==> src/rtl/encoder_pri_rr_pkg.sv <==
// Shared mode constants, counter width and the multi-hot test used by
// encoder_pri_rr and its find-first helper.
package enc_pkg;

  localparam int ENC_MODE_STRICT = 0;
  localparam int ENC_MODE_PRIO   = 1;
  localparam int ENC_MODE_RR     = 2;

  localparam int ENC_CNT_W = 16;

  // More than one bit set: clearing the lowest set bit leaves something behind.
  function automatic logic enc_multi_hot(input logic [255:0] v);
    return (v & (v - 256'(1))) != '0;
  endfunction

endpackage

==> src/rtl/encoder_pri_rr_find_first.sv <==
// Combinational wrapped search: first set bit of vec at or above start,
// wrapping from N-1 back to 0.
module enc_find_first #(
  parameter  int N = 8,
  localparam int W = $clog2(N)
) (
  input  logic [N-1:0] vec,
  input  logic [W-1:0] start,
  output logic [W-1:0] idx,
  output logic         found
);

  // One extra bit holds start+offset (< 2N) before the explicit wrap.
  logic [W:0]   sum;
  logic [W-1:0] cand;

  always_comb begin
    idx   = '0;
    found = 1'b0;
    sum   = '0;
    cand  = '0;
    for (int unsigned o = 0; o < N; o++) begin
      sum = {1'b0, start} + (W+1)'(o);
      if (sum >= (W+1)'(N)) sum = sum - (W+1)'(N);
      cand = sum[W-1:0];
      if (!found && vec[cand]) begin
        found = 1'b1;
        idx   = cand;
      end
    end
  end

endmodule

==> src/rtl/encoder_pri_rr.sv <==
// N-input encoder (strict one-hot / fixed priority / round-robin) with a
// one-entry registered output stage. ENC_ERRCNT_EN adds a saturating err_cnt.
module encoder_pri_rr
  import enc_pkg::*;
#(
  parameter  int N    = 8,
  parameter  int MODE = ENC_MODE_STRICT,
  localparam int W    = $clog2(N)
) (
  input  logic         clk,
  input  logic         rst,
  input  logic [N-1:0] in,
  input  logic         in_valid,
  output logic         in_ready,
  output logic [W-1:0] out,
  output logic         hit,
  output logic         err,
  output logic         out_valid,
  input  logic         out_ready
`ifdef ENC_ERRCNT_EN
  ,
  output logic [ENC_CNT_W-1:0] err_cnt
`endif
);

  logic [W-1:0] ptr;
  logic [W-1:0] start;
  logic [W-1:0] ff_idx;
  logic         ff_found;
  logic         accept;
  logic         multi;
  logic [W-1:0] nxt_out;
  logic         nxt_hit;
  logic         nxt_err;

  assign in_ready = !out_valid || out_ready;
  assign accept   = in_valid && in_ready;
  assign multi    = enc_multi_hot(256'(in));
  assign start    = (MODE == ENC_MODE_RR) ? ptr : '0;

  enc_find_first #(.N(N)) u_find (
    .vec   (in),
    .start (start),
    .idx   (ff_idx),
    .found (ff_found)
  );

  always_comb begin
    nxt_out = ff_idx;
    nxt_hit = ff_found;
    nxt_err = 1'b0;
    if (MODE == ENC_MODE_STRICT) begin
      nxt_hit = ff_found && !multi;
      nxt_err = multi;
      nxt_out = nxt_hit ? ff_idx : '0;
    end
  end

  always_ff @(posedge clk or posedge rst) begin
    if (rst) begin
      out       <= '0;
      hit       <= 1'b0;
      err       <= 1'b0;
      out_valid <= 1'b0;
    end else if (accept) begin
      out       <= nxt_out;
      hit       <= nxt_hit;
      err       <= nxt_err;
      out_valid <= 1'b1;
    end else if (out_ready) begin
      out_valid <= 1'b0;
    end
  end

  // Wrap at N-1 is explicit so non-power-of-two N never lands on an idle index.
  always_ff @(posedge clk or posedge rst) begin
    if (rst) begin
      ptr <= '0;
    end else if (MODE == ENC_MODE_RR && accept && ff_found) begin
      ptr <= (ff_idx == W'(N-1)) ? '0 : ff_idx + 1'b1;
    end
  end

`ifdef ENC_ERRCNT_EN
  always_ff @(posedge clk or posedge rst) begin
    if (rst) begin
      err_cnt <= '0;
    end else if (accept && multi && err_cnt != '1) begin
      err_cnt <= err_cnt + 1'b1;
    end
  end
`endif

endmodule
==> config.mk <==
export PLATFORM = sky130hd
export DESIGN_NAME = encoder_pri_rr
export DESIGN_NICKNAME = d
export VERILOG_FILES = /design/src/rtl/encoder_pri_rr_pkg.sv /design/src/rtl/encoder_pri_rr_find_first.sv /design/src/rtl/encoder_pri_rr.sv
export SDC_FILE = /design/constraint.sdc
export NUM_CORES = 1
export LEC_CHECK = 0
export CAP_MARGIN = 40
export CORE_AREA = 5 5 65 67
export DETAILED_ROUTE_END_ITERATION = 8
export DIE_AREA = 0 0 70 72
export PLACE_DENSITY = 0.69
export SLEW_MARGIN = 30
export SYNTH_ARGS = -nofsm -noshare
export SYNTH_HDL_FRONTEND = slang
export SYNTH_HIERARCHICAL = 1
export SYNTH_SLANG_ARGS = --single-unit
==> constraint.sdc <==
create_clock -name clk -period 1.59 [get_ports clk]
set_input_delay 0.318 -clock clk [delete_from_list [all_inputs] [get_ports clk]]
set_output_delay 0.318 -clock clk [all_outputs]
set_load 0.1 [all_outputs]
==> impl_metrics.yaml, run 1 <==
status:
  status: "complete, but fails checks"
  violations: "setup timing"
finish:
  area_delta_synth_final_pct: 52.8
  layout-drive-gt1-share_pct: 44.1
  nets: 228
  fin_area_mm2: 0.00212
  finalNonFillerCells: 261
  final_core_util_pct: 59.2
  n_fill_cell: 318
  num_antenna_cells: 0
global_route:
  grt_pass1_vias: 1607
  track_usage_pct: 17.4
  grt_start_max_net_pins: 20
  overflow: 0
  antenna_found_initial: 0
  grt_pass1_wl_um: 7280
sta:
  fin_ws_ns: -0.586
  fin_crit_sh_pct: 137
  fin_crit_ns: 2.18
  rsz0062_at_grt: "yes"
  final-hold-violation-count: 0
  relSlewSlack_pct: 64.1
  worst_slew_pin_slew_ns: 0.537
  skew_ns: 0.00717
  finalSetupTns_ns: -2.49
  fmax_mhz: 459
  drv_slew: 0
  finalSetupViolCount: 5
  timing.hold.ws_ns: 0.285
clock_network:
  path_clk_slew_ns: 0.05
  clockRootBuffer: "clkbuf_4"
  cts_sinks: 6
  clk_latency_ns: 0.25
  htree_levels: 1
  cts_tree: "yes"
  clockBufferDepth: 2
  numCtsBuffers: 3
synthesis:
  synth-seq-cells: 6
  synthTopCellsByArea: "mux4_2 (15%), dfrtp_1 (11%), mux2i_1 (9.4%)"
  synth.distinct_cells: 57
  synthCells: 150
  async_reset_ff_share_pct: 100
  syn_avg_cell_area_um2: 9.23
  ys_seq_area_share_pct: 10.8
  yosysTopAreaCell: "mux4_2"
  ys.warnings.count: 6
  synth_edf_count: 0
  netlist_top_cells_count: "mux2i_1 (13), inv_1 (12), mux4_2 (9)"
  synth_top_area_share_pct: 14.6
  ys.flop_type: "dfrtp_1"
  yosysMostFrequentCell: "mux2i_1"
  syn_area_mm2: 0.00139
floorplan:
  io-pin-count: 19
  start_util_pct: 38.7
  rows: 22
  coreArea_mm2: 0.00358
  die-area_mm2: 0.00504
  die_h_um: 72
  die_x_um: 70
placed_design:
  dpl.hpwl_um: 3120
  gp_congestion: 0.894
  pre_cts_ws_ns: -1.24
  io_buffers: 18
  post_dp_cell_area_mm2: 0.00192
  placed_cells: 243
setup_path:
  required_ns: 1.72
  crit_fanout: 4
  reg2regPathDepth: 4
  startpoint: "in[0]"
  cp_data_arrival_time_ns: 2.31
  worstSetupStartpointType: "input pin"
  endpoint_kind: "flip-flop"
  regToRegStartpoint: "out_valid$_DFFE_PP0P_"
  path_class: "input pin to flip-flop"
drt:
  num_vias: 1497
  final_antenna_net_count: 0
  drtPass1Iterations: 6
  drc: 0
  wl_per_cell_um: 16.2
  drtIter0Drc: 50
  wl_um: 4240
  viasPerCell: 5.74
worst_hold_path:
  hold_path.class: "input pin to async pin"
power:
  ir_drop_v: 0.000243
  power.total_mw: 1.12
  power-per-cell-area_mw_per_mm2: 529
  p_leak_nw: 0.940
run:
  cap_violations: 0
-- worst paths after layout --
| check | slack (ns) | end |
|---|---|---|
| max in group asynchronous | 1.10 | out_valid$_DFFE_PP0P_ |
| min | 0.28 | out_valid$_DFFE_PP0P_ |
| max | -0.59 | out[2]$_DFFE_PP0P_ |
| min reg2reg | 0.57 | err$_DFFE_PP0P_ |
| min in group clk | 0.46 | out_valid$_DFFE_PP0P_ |
| max reg2reg | 0.11 | out[2]$_DFFE_PP0P_ |
-- layout make-up --
class                      count  area [um^2]  share of cell area, %
clock buffer                   4         26.3                   1.24
inverter                      13         52.6                   2.48
multi-input combinational    128         1230                   58.0
sequential                     6          154                   7.27
tap                           48         60.1                   2.84
timing repair buffer          62          597                   28.2
-- registers in the layout (all words and copies together), names as in the netlist --
name / flops
out: 3
err: 1
hit: 1
out_valid: 1
-- per-layer routing --
metal | GRT usage (%) | vias to the layer above | part of all wire (%)
met5 | 0 | - | 0
met3 | 2.63 | 14 | 2.8
li1 | - | 707 | -
met1 | 19.7 | 742 | 40
met4 | 7.66 | 0 | 3.9
met2 | 32.5 | 34 | 53
-- logic make-up (layout without fill, tap and decap cells) --
| family | count (synthesis) | after routing | synth area share [%] |
|---|---|---|---|
| compound gates | 42 | 42 | 22.7 |
| xor+xnor | 3 | 3 | 1.90 |
| fa+ha+maj | 3 | 3 | 2.62 |
| buf+inv | 22 | 79 | 8.13 |
| flops | 6 | 6 | 10.8 |
| mux | 32 | 32 | 36.5 |
| other cells | 1 | 7 | 0.271 |
| simple gates | 41 | 41 | 17.1 |
-- cell usage in the layout, fill, tap and decap left out, drive strengths merged, types with 3 or more instances in the layout --
cell type | netlist | layout
buf | 6 | 53
mux2i | 13 | 13
mux4 | 13 | 13
inv | 13 | 12
o21ai | 9 | 9
nand2 | 8 | 8
conb | 1 | 7
dfrtp | 6 | 6
nor2 | 6 | 6
mux2 | 6 | 6
a211oi | 5 | 5
nor2b | 5 | 5
clkbuf | 3 | 5
nor3 | 4 | 4
a21oi | 4 | 4
o41ai | 3 | 3
clkdlybuf4s50 | 0 | 3
or2 | 3 | 3
nand2b | 3 | 3
nand3 | 3 | 3
-- repair_timing --
item / CTS / global route
pin swaps: 14 / 8
buffers inserted: 11 / 3
gates resized for setup: 27 / 10
setup endpoints to repair: 5 / 6
hold buffers: 0 / 0
-- worst max-delay path, cell delays in order --
cell	delay, ns
buf_8	0.09
mux4_2	0.46
a221o_1	0.34
a2bb2oi_4	0.21
nor2_4	0.16
buf_6	0.11
a221oi_2	0.06
a211oi_2	0.26
inv_1	0.09
o41ai_2	0.21
-- power by group --
group,internal [mW],switching (mW)
clock,0.0953,0.0585
combinational,0.417,0.388
sequential,0.158,0.00409
total,0.670,0.451
Note: power is estimated with default switching activity, not from simulation.
==> run 2, diff against run 1 <==
CORE_AREA = 5 5 55 57   (was 5 5 65 67)
DIE_AREA = 0 0 60 62   (was 0 0 70 72)
PLACE_DENSITY = 0.82   (was 0.69)
==> run 2 against run 1 <==
Net effect: the flow still finishes with violations (setup timing); setup slack worse by 0.18 ns; critical endpoint is now out[0]$_DFFE_PP0P_; first-iteration DRC count rose to 8.7 times the previous value; die area down 26%; final cell count down 3.8%; combinational power up 20%; register-to-register slack worse by 0.14 ns; clock-buffer cell count unchanged; total power up 18%; clock power up 25%; largest cell class unchanged; maximum frequency down 7.5%; critical path depth unchanged.
==> impl_metrics.yaml, run 2 (synthesis gave the netlist of run 1 again) <==
status:
  status: "complete, but fails checks"
  violations: "setup timing"
setup_path:
  endpoint_kind: "flip-flop"
  r2r_slack_ns: -0.03
  crit_fanout: 2
  cpMaxStageDelayCell: "mux4_1"
  cp_cell_sequence: "buf_8, buf_6, mux4_1, mux2_2, or2_1, nand2_1, o211ai_1, o21ai_1, inv_1, o41ai_2"
  worstSetupStartpointType: "input pin"
  r2r_end: "out[0]$_DFFE_PP0P_"
  reg2regPathDepth: 4
  regToRegStartpoint: "out_valid$_DFFE_PP0P_"
  path_class: "input pin to flip-flop"
  startpoint: "in[0]"
  path_buf_inv: 3
  critical_path.top_delay_family: "multiplexers"
  worst-path-stages: 10
  crit_end: "out[0]$_DFFE_PP0P_"
  required_ns: 1.74
  slowest_delay_ns: 0.52
  cp_data_arrival_time_ns: 2.51
drt:
  drtPass1Iterations: 7
  wl_um: 7040
  drc: 0
  wl_per_cell_um: 28.0
  drtIter0Drc: 436
  viasPerCell: 7.73
  num_vias: 1939
  final_antenna_net_count: 0
sta:
  fin_ws_ns: -0.762
  rsz0062_at_grt: "yes"
  worst_slew_pin_slew_ns: 0.547
  drv_slew: 0
  skew_ns: 0.00306
  fin_crit_sh_pct: 148
  final-hold-violation-count: 0
  fmax_mhz: 425
  fin_crit_ns: 2.35
  relSlewSlack_pct: 63.4
  timing.hold.ws_ns: 0.308
  finalSetupViolCount: 5
power:
  internal-power_uw: 701
  p_leak_nw: 0.990
  p_sw_uw: 621
  power-per-cell-area_mw_per_mm2: 600
  power_frac_comb_pct: 73.2
  seq_power_share_pct: 12.3
  clock_power_share_pct: 14.5
  swShare_pct: 47.0
  ir_drop_v: 0.000649
placed_design:
  gp_congestion: 0.881
  dpl.hpwl_um: 3350
  io_buffers: 18
  pre_cts_ws_ns: -1.25
finish:
  final_common_cell: "buf_4"
  final_cell_mix: "buf_4 (45), inv_1 (10), mux4_2 (10), mux2i_1 (10)"
  final_core_util_pct: 90.7
  layout-drive-gt1-share_pct: 48.9
  num_antenna_cells: 0
  regMostFlops: "out"
  nets: 236
  largest_register_ffs: 3
  area_delta_synth_final_pct: 59.3
run:
  cap_violations: 0
global_route:
  antenna_found_initial: 0
  grt_start_max_net_pins: 20
  overflow: 0
  track_usage_pct: 35.8
  grt_pass1_vias: 1816
  grt_pass1_wl_um: 9720
clock_network:
  cts_tree: "yes"
  path_clk_slew_ns: 0.07
  clockRootBuffer: "clkbuf_4"
  clockBufferDepth: 2
  numCtsBuffers: 3
  clk_latency_ns: 0.28
  cts_sinks: 6
  htree_levels: 1
worst_hold_path:
  hold_path.class: "input pin to async pin"
floorplan:
  die-area_mm2: 0.00372
  die_x_um: 60
  start_util_pct: 56.9
  rows: 18
  coreArea_mm2: 0.00243
  die_h_um: 62
  io-pin-count: 19
## run 2: power by group through the flow
stage                     combinational, mW  clock (mW)  sequential [mW]
after floorplan                       0.418           0            0.190
after global placement                0.637           0            0.164
after detailed placement              0.662           0            0.165
after CTS                             0.801       0.172            0.162
after global routing                  0.983       0.192            0.163
final                                 0.968       0.192            0.162
## run 2: stage by stage
stage               setup TNS, ns  total power, mW  instances  instance area [um^2]
floorplan                   -1.93            0.608        156                  1450
global placement            -4.80            0.801        222                  1880
detailed placement          -5.40            0.827        222                  1880
CTS                         -2.08             1.13        240                  2100
global route                -3.11             1.34        251                  2210
finish                      -2.97             1.32        251                  2210
## run 2: metal layers
layer	up-vias	wire [um]	GRT usage, %
met4	0	613	18.7
li1	728	-	-
met5	-	0	0
met3	79	1010	7.64
met2	251	3190	59.6
met1	881	2230	43.6
## run 2: worst min path at each step
| stage | from | slack [ns] | end | cells past startpoint |
|---|---|---|---|---|
| 3_5_place_dp | rst | 0.57 | out_valid$_DFFE_PP0P_ | 2 |
| 6_report | rst | 0.31 | out[0]$_DFFE_PP0P_ | 2 |
| 2_1_floorplan | rst | 0.11 | err$_DFFE_PP0P_ | 1 |
| 3_3_place_gp | rst | 0.55 | out_valid$_DFFE_PP0P_ | 2 |
| 5_1_grt | rst | 0.34 | out[0]$_DFFE_PP0P_ | 2 |
| 4_1_cts | rst | 0.29 | out[0]$_DFFE_PP0P_ | 2 |
## run 2: repair_timing
action                     in CTS  in global routing
pin swaps                      15                  7
hold buffers                    0                  0
resized for setup              40                 11
setup endpoints to repair       5                  6
buffers inserted               14                 11
## run 2: cell type report
type,instances,area (um^2)
Tap cell,30,37.5
Fill cell,92,226
Clock buffer,4,26.3
Inverter,13,52.6
Multi-Input combinational cell,128,1280
Sequential cell,6,154
Timing Repair Buffer,70,654
